### src/rtl/result_stream_drain_pkg.sv
// result_stream_drain_pkg: shared element/matrix types and index sizing for the systolic datapath
package result_stream_drain_pkg;
  localparam int ELEM_W_DEF = 32;
  localparam int N_DEF = 4;
  typedef logic [ELEM_W_DEF-1:0] elem_t;
  typedef elem_t [N_DEF-1:0][N_DEF-1:0] mat_t;
  typedef enum logic {IDLE, STREAM} drain_state_t;
  function automatic int idx_w(input int n);
    return (n > 1) ? $clog2(n) : 1;
  endfunction
endpackage

### src/rtl/result_stream_drain_index_counter.sv
// stream_index_counter: row-major row/col walker with advance enable, last flag and sync clear
module stream_index_counter
  import result_stream_drain_pkg::*;
#(
  parameter int N = N_DEF,
  localparam int IW = idx_w(N)
) (
  input  logic          i_clk,
  input  logic          i_arst_n,
  input  logic          i_clr,
  input  logic          i_adv,
  output logic [IW-1:0] o_row,
  output logic [IW-1:0] o_col,
  output logic          o_last
);
  logic [IW-1:0] r_row, r_col;
  logic w_col_end, w_row_end;
  // explicit N-1 compares: N need not be a power of two
  assign w_col_end = (r_col == IW'(N-1));
  assign w_row_end = (r_row == IW'(N-1));
  assign o_row = r_row;
  assign o_col = r_col;
  assign o_last = w_row_end & w_col_end;
  always_ff @(posedge i_clk or negedge i_arst_n)
    if (!i_arst_n) begin
      r_row <= '0;
      r_col <= '0;
    end else if (i_clr) begin
      r_row <= '0;
      r_col <= '0;
    end else if (i_adv) begin
      r_col <= w_col_end ? '0 : r_col + 1'b1;
      if (w_col_end) r_row <= w_row_end ? '0 : r_row + 1'b1;
    end
endmodule

### src/rtl/result_stream_drain.sv
// result_stream_drain: ping-pong capture of result matrices, drained as a row-major valid/ready stream
module result_stream_drain
  import result_stream_drain_pkg::*;
#(
  parameter int N = N_DEF,
  parameter int ELEM_W = ELEM_W_DEF,
  localparam int IW = idx_w(N)
) (
  input  logic                             i_clk,
  input  logic                             i_arst_n,
  input  logic [N-1:0][N-1:0][ELEM_W-1:0]  i_c,
  input  logic                             i_validResult,
  output logic                             o_canAccept,
  output logic [ELEM_W-1:0]                o_data,
  output logic [IW-1:0]                    o_row,
  output logic [IW-1:0]                    o_col,
  output logic                             o_last,
  output logic                             o_valid,
  input  logic                             i_ready,
  output logic                             o_overflow,
  input  logic                             i_clearOverflow
);
  if (N <= 2 || N >= 256) begin : g_bad_n
    $error("result_stream_drain: N must satisfy 2 < N < 256");
  end
  logic [N-1:0][N-1:0][ELEM_W-1:0] r_slot [2];
  logic [1:0] r_full, w_full_free, w_full_nxt;
  logic r_wr_ptr, r_rd_ptr, r_overflow;
  drain_state_t r_state, w_state_nxt;
  logic w_hs, w_last, w_last_hs, w_cap, w_drop;
  logic [IW-1:0] w_row, w_col;
  assign o_valid = (r_state == STREAM);
  assign w_hs = o_valid & i_ready;
  assign w_last_hs = w_hs & w_last;
  // a slot freed by the final handshake is reusable by a pulse in the same cycle
  assign w_full_free = r_full & ~({r_rd_ptr, ~r_rd_ptr} & {2{w_last_hs}});
  assign w_cap = i_validResult & ~w_full_free[r_wr_ptr];
  assign w_drop = i_validResult & w_full_free[r_wr_ptr];
  assign w_full_nxt = w_full_free | ({r_wr_ptr, ~r_wr_ptr} & {2{w_cap}});
  assign o_canAccept = ~&r_full;
  assign o_data = o_valid ? r_slot[r_rd_ptr][w_row][w_col] : '0;
  assign o_row = w_row;
  assign o_col = w_col;
  assign o_last = o_valid & w_last;
  assign o_overflow = r_overflow;
  stream_index_counter #(.N(N)) u_idx (
    .i_clk    (i_clk),
    .i_arst_n (i_arst_n),
    .i_clr    (w_last_hs),
    .i_adv    (w_hs),
    .o_row    (w_row),
    .o_col    (w_col),
    .o_last   (w_last)
  );
  always_comb begin
    w_state_nxt = r_state;
    if (r_state == IDLE) w_state_nxt = w_full_nxt[r_rd_ptr] ? STREAM : IDLE;
    else if (w_last_hs) w_state_nxt = w_full_nxt[~r_rd_ptr] ? STREAM : IDLE;
  end
  always_ff @(posedge i_clk or negedge i_arst_n)
    if (!i_arst_n) begin
      r_state <= IDLE;
      r_full <= '0;
      r_wr_ptr <= 1'b0;
      r_rd_ptr <= 1'b0;
      r_overflow <= 1'b0;
    end else begin
      r_state <= w_state_nxt;
      r_full <= w_full_nxt;
      r_wr_ptr <= r_wr_ptr ^ w_cap;
      r_rd_ptr <= r_rd_ptr ^ w_last_hs;
      r_overflow <= w_drop | (r_overflow & ~i_clearOverflow);
    end
  always_ff @(posedge i_clk)
    if (w_cap) r_slot[r_wr_ptr] <= i_c;
endmodule

### config.mk
export PLATFORM = sky130hd
export DESIGN_NAME = result_stream_drain
export DESIGN_NICKNAME = d
export VERILOG_FILES = /design/src/rtl/result_stream_drain_pkg.sv /design/src/rtl/result_stream_drain_index_counter.sv /design/src/rtl/result_stream_drain.sv
export SDC_FILE = /design/constraint.sdc
export NUM_CORES = 1
export LEC_CHECK = 0
export ABC_AREA = 1
export CORE_ASPECT_RATIO = 1.4
export CORE_MARGIN = 8
export CORE_UTILIZATION = 49
export DETAILED_ROUTE_END_ITERATION = 12
export PLACE_DENSITY = 0.68
export RECOVER_POWER = 25
export SLEW_MARGIN = 5
export SYNTH_ARGS = -nofsm -noshare
export SYNTH_HDL_FRONTEND = slang
export SYNTH_SLANG_ARGS = --single-unit
### constraint.sdc
create_clock -name i_clk -period 21.1 [get_ports i_clk]
set_input_delay 4.22 -clock i_clk [delete_from_list [all_inputs] [get_ports i_clk]]
set_output_delay 4.22 -clock i_clk [all_outputs]
set_load 0.05 [all_outputs]
Word level (Yosys, flattened, before mapping)
Memories as Yosys holds them, arrays and structs flattened.
Index checks and enable logic that the tools add are counted.
Cells by class
  $add $sub $neg: 2
  multiply operators: 0
  divide/modulo/power cells: 0
  magnitude comparators: 5
  equality and inequality tests: 2
  shift operators: 0
  multiplexer cells: 24
  bitwise operators: 19
  reductions and logical operators: 5
Operators with widths (number)
  128-bit binary-select mux with 2-bit select: 1
  128-bit two-way mux: 1
  32-bit binary-select mux with 2-bit select: 1
  32-bit two-way mux: 2
  2-bit two-way mux: 7
  1-bit two-way mux: 12
  1-bit AND: 7
  2-bit AND: 3
  1-bit by 2-bit < comparator with 1-bit output (second input constant): 3
  2-bit by 3-bit < comparator with 1-bit output (second input constant): 2
  2-bit by 1-bit adder with 2-bit output (second input constant): 2
  2-bit equality test (second input constant): 2
  1-bit NOT: 4
  2-bit AND reduction: 2
  2-bit nonzero test: 2
  2-bit NOT: 1
  2-bit bitwise OR: 1
  1-bit bitwise XOR: 2
  1-bit zero test: 1
  1-bit bitwise OR: 1
Word-level totals
  register bits after elaboration: 10
  bits in latches: 0
  memory bits (writable): 1024
  bits in read-only memories: 0
  output and inout bits: 40
  memories: 1
Memories
  r_slot: depth 2, bits a word 512, rd ports 1, clocked after memory_dff 0, write ports 1, line result_stream_drain.sv:26  | logic [N-1:0][N-1:0][ELEM_W-1:0] r_slot [2];

Depth between registers and ports, before layout
  depth after elaboration: 17
  mapped depth: 15
  mapped depth without buffers: 14

Cells and area by module
Synthesis repeated with hierarchy kept, for this count alone.
Unflattened totals
  cells, all modules: 3546
  area total of the unflattened synthesis: 42172.9 µm²
By module, submodules not included
  result_stream_drain: times used 1, cells an instance 3524, area an instance 41974.0 µm²
  stream_index_counter: times used 1, cells an instance 22, area an instance 198.9 µm²

Least setup slack after synthesis
OpenSTA, ideal clock, no wires.
  kind: input -> register
  start point: input port i_ready
  end point: register r_state (netlist: o_valid)
  setup time: 0.063 ns
  arrival time: 17.665 ns
  required time: 21.037 ns
  slack: 3.372 ns
  stages: 13
  buffers on the path: 0
  path through: nand2_1 -> nor3_1 -> ha_1 -> inv_1 -> nand3_1 -> o21ai_0 -> nor2_1 -> ha_1 -> inv_1 -> nand2_1 -> nand2_1 -> a32o_1 -> inv_1
On the way
  cells in the longest elaborated chain, start to end: 16
  elaborated cells on any way between the ends: 19
Ends and longest elaborated chain
  start, declared: line result_stream_drain.sv:19  | input logic i_ready,
  1-bit AND *: line result_stream_drain.sv:33  | assign w_hs = o_valid & i_ready;
  1-bit AND *: line result_stream_drain.sv:34  | assign w_last_hs = w_hs & w_last;
  2-bit AND *: line result_stream_drain.sv:36  | assign w_full_free = r_full & ~({r_rd_ptr, ~r_rd_ptr} & {2{w_last_hs}});
  2-bit NOT *: line result_stream_drain.sv:36
  2-bit AND *: line result_stream_drain.sv:36
  1-bit two-way mux (not written as such) (2 in series): line result_stream_drain.sv:37  | assign w_cap = i_validResult & ~w_full_free[r_wr_ptr];
  1-bit NOT: line result_stream_drain.sv:37
  1-bit AND: line result_stream_drain.sv:37
  2-bit AND: line result_stream_drain.sv:39  | assign w_full_nxt = w_full_free | ({r_wr_ptr, ~r_wr_ptr} & {2{w_cap}});
  2-bit bitwise OR *: line result_stream_drain.sv:39
  via w_full_nxt[0]: line result_stream_drain.sv:27  | logic [1:0] r_full, w_full_free, w_full_nxt;
  1-bit two-way mux (not written as such) (2 in series): line result_stream_drain.sv:58  | else if (w_last_hs) w_state_nxt = w_full_nxt[~r_rd_ptr] ? STREAM : IDLE;
  1-bit two-way mux (2 in series): line result_stream_drain.sv:58
  1-bit two-way mux *: line result_stream_drain.sv:57  | if (r_state == IDLE) w_state_nxt = w_full_nxt[r_rd_ptr] ? STREAM : IDLE;
  via w_state_nxt: line result_stream_drain.sv:29  | drain_state_t r_state, w_state_nxt;
  end signal, assigned: line result_stream_drain.sv:68  | r_state <= w_state_nxt;
  end, declared: line result_stream_drain.sv:29
Mark *: on every way through the listed nets, which the timed path passes. The rest lies on a longest branch. The select of a mux whose other input is x is not followed.
A chain may end at the register's enable or synchronous reset.

Final worst setup path
  start point: register r_rd_ptr
  end point: output port o_data[31]
On the way
  cells in the longest elaborated chain, start to end: 6
Ends and longest elaborated chain
  start, declared: line result_stream_drain.sv:28  | logic r_wr_ptr, r_rd_ptr, r_overflow;
  start signal, assigned: line result_stream_drain.sv:71  | r_rd_ptr <= r_rd_ptr ^ w_last_hs;
  memory read 2 x 512 bit
  128-bit binary-select mux with 2-bit select: line result_stream_drain.sv:41  | assign o_data = o_valid ? r_slot[r_rd_ptr][w_row][w_col] : '0;
  128-bit two-way mux (not written as such): line result_stream_drain.sv:41
  32-bit binary-select mux with 2-bit select: line result_stream_drain.sv:41
  32-bit two-way mux (not written as such): line result_stream_drain.sv:41
  32-bit two-way mux: line result_stream_drain.sv:41
  end, declared: line result_stream_drain.sv:14  | output logic [ELEM_W-1:0] o_data,
Every way passes these cells. The select of a mux whose other input is x is not followed.

==> impl_results.md <==
- Status: finished, final reports clean
- Worst hold start: o_overflow$_DFF_PN0_
- Hold_buf cts: 0
- Worst setup path category: reg2out
- Warnings, synthesis: 0
- Final hold vios: 0
- Post-synth EDFFs: 1024
- First-pass GRT wire length: 187 mm
- Max clock buf depth: 3
- Die Y: 362 um
- H-tree Lvls: 3
- Port buffer count: 556
- Clock Latency Late Sink: 0.68 ns
- Critical path endpoint category: output port
- Sequential power share: 38.4%
- Pin count of the biggest net entering global routing: 214
- Total grt overflow: 0
- Clock Skew: 0.0233 ns
- Cells after synthesis: 3540
- Count of different cell masters after synthesis: 19
- Post-synth top area cell: edfxtp_1
- CTS Root Cell: clkbuf_16
- Post-CTS setup buffers: 0
- CP Data Required Time: 16.88 ns
- Most common cell on crit path: nand2_1
- Die ar.: 95300 sq um
- TNS Setup: 0 ns
- Resize count post-CTS: 0
- Iter 0 DRT Violations: 3179
- Antenna violations before repair: 82
- Per-cell routed wire length: 24.8 um
- Worst min path class: reg2reg
- Largest cells by area after synthesis: edfxtp_1, nand2_1, nand3_1, nor2_1, buf_2
- Finished Layout Cells: 5225
- Largest fanout on the critical path: 91
- WP data arrival: 5.62 ns
- Gr usage total: 26.4%
- Final worst-path setup slack: 11.26 ns
- NetSw: 0.00301 W
- FP Rows: 127
- Leakage: 18.5 nW
- Max IR drop VDD: 128 uV
- Max incr delay on CP: 0.95 ns
- DR vias/cell: 5.53
- Design Power: 0.00739 W
- Ys async rst share: 0.967%
- Int Power: 0.00438 W
- Initial Util: 49.2%
- Total nets after synthesis: 4063
- Seq cells post-synth: 1034
- RePlAce Congestion: 0.822
- CTS Sinks: 1034
- Syn Area/Cell: 11.8 sq um
- Top-area cell type share of the netlist area: 73.3%
- Core Box Area: 85200 sq um
- Detailed placer's ending HPWL: 84.6 mm
- Die X-Extent: 263 um
- RSZ-0062 raised after global routing: no
- Buf/Inv on CP: 3
- WL final: 130 mm
- Post-route DRC: 0
- Main synth FF type: edfxtp_1
- Worst Setup SP: r_rd_ptr$_DFF_PN0_
- Area growth, synth to finish: 21.8%
- Clock share of power: 22.8%
- Startpoint Class: flip-flop
- Max Slew Vio Count: 0
- Logic gate share of total power: 38.8%
- Via Count: 28900
- Sequential fraction of the synthesis area: 73.9%
- Worst slack at placement: 11.99 ns
- Initial DRT Pass Iterations: 6
- Switching share of power: 40.8%
- Critical path's slowest cell: dfrtp_4
- Placed insts: 4998
- Max Clock Freq: 0.102 GHz
- Area of the mapped netlist: 41900 sq um
- Final core utilization: 59.9%
- Slew headroom: 18.1%
- Final antenna-violating net count: 0
- Vias in the first global route: 28200
- Count leader, synth: nand2_1
- Clock transition at path regs: 0.07 ns
- I/O pin cnt: 557
- Critical R2R Launch: u_idx.o_col[0]$_DFFE_PN0P_
- Nets@finish: 4523
- Share of cells above drive strength 1: 4.25%
- Cell family with most CP delay: buffers and inverters
- Worst slew pin tran: 1.23 ns
- Finish-stage setup viols: 0
- TritonCTS Buffers: 96
- Post-synth top cells: nand2_1, edfxtp_1, nand3_1
- Pwr Density: 145 nW/um^2
- Period utilization: 46.6%
- Crit-path cells: buf_4, buf_4, nand2_1, nand3_1, nand2_1, nand2_1, nand2_1, nor2_1, nor2_1, nor2_1, clkdlybuf4s50_1
- Period minus WS final: 9.84 ns
- Max-cap violation count: 0
- TritonCTS clock tree: yes
-- worst min-delay path, delay by kind of cell, from the launching register on --
family	cells	cell delay [ns]
AOI/OAI and AO/OA	1	0.08
buffers and inverters	1	0.05
DFF	1	0.38
-- registers in the layout (all words and copies together) (netlist names) --
signal / flops
r_rd_ptr: 1
r_slot: 1024
o_overflow: 1
r_wr_ptr: 1
r_full: 2
u_idx.o_col: 2
u_idx.o_row: 2
o_valid: 1
-- cells by family after synthesis --
family                     count (synthesis)  synth area share, %
adders and majority gates                  6                0.179
DFF                                     1034                 73.9
buffers and inverters                    242                 3.29
AOI/OAI and AO/OA                         94                 1.13
and+or+nand+nor                         2164                 21.5
-- power by group through the flow --
stage	clock, W	sequential, W	combinational [W]
floorplan	0	0.00303	0.00185
global placement	0	0.00287	0.00287
detailed placement	0	0.00288	0.00289
CTS	0.00171	0.00284	0.00290
global route	0.00179	0.00287	0.00311
finish	0.00168	0.00284	0.00287
-- layout by cell type, fill, tap and decap left out, types with 4 or more instances in the layout --
| cell type | n |
|---|---|
| inv_1 | 14 |
| dlygate4sd3_1 | 266 |
| buf_4 | 25 |
| buf_12 | 5 |
| nor2_1 | 202 |
| dfrtp_1 | 4 |
| a21oi_1 | 6 |
| bufinv_16 | 7 |
| nand2_1 | 1266 |
| diode_2 | 55 |
| o21ai_1 | 16 |
| dfrtp_4 | 4 |
| ha_1 | 4 |
| clkinv_2 | 18 |
| o21ai_0 | 71 |
| clkbuf_16 | 98 |
| nand3_1 | 695 |
| edfxtp_1 | 1024 |
| clkdlybuf4s50_1 | 290 |
| clkinv_1 | 19 |
| clkbuf_1 | 22 |
-- cell type report --
cell class / count / area [sq um]
fillers: 6780 / 34100
flip-flops and latches: 1034 / 31000
multi-input cells: 2264 / 9570
repair buffers: 586 / 5850
clock buffers: 120 / 2530
well taps: 1096 / 1370
clock inverters: 52 / 475
diodes: 55 / 138
inverters: 18 / 88.8
-- worst paths after layout --
check / endpoint / depth (start not counted) / slack (ns)
hold reg to reg: o_overflow$_DFF_PN0_ / 2 / 0.55
setup / recovery: o_data[31] / 11 / 11.26
max in group asynchronous: u_idx.o_col[0]$_DFFE_PN0P_ / 1 / 16.65
setup reg to reg: r_slot[0][185]$_DFFE_PP_ / 11 / 15.31
min in group asynchronous: o_overflow$_DFF_PN0_ / 1 / 3.95
hold / removal: o_overflow$_DFF_PN0_ / 2 / 0.55
-- layer usage --
layer  vias to the layer above  global-route usage [%]  part of all wire [%]
li1                      13300                       -                     -
met1                     14000                    34.1                    39
met2                      1294                    42.7                    48
met3                       255                    6.01                   8.4
met4                        18                    12.1                   4.3
met5                         -                       0                 0.093
-- per-stage QoR --
stage          cell area [sq um]  hold WS (ns)
2_1_floorplan              41900         0.493
3_3_place_gp               47900         0.524
3_5_place_dp               47900         0.535
4_1_cts                    50900         0.548
5_1_grt                    51000         0.584
6_report                   51000         0.553
Note: power is estimated with default switching activity, not from simulation.
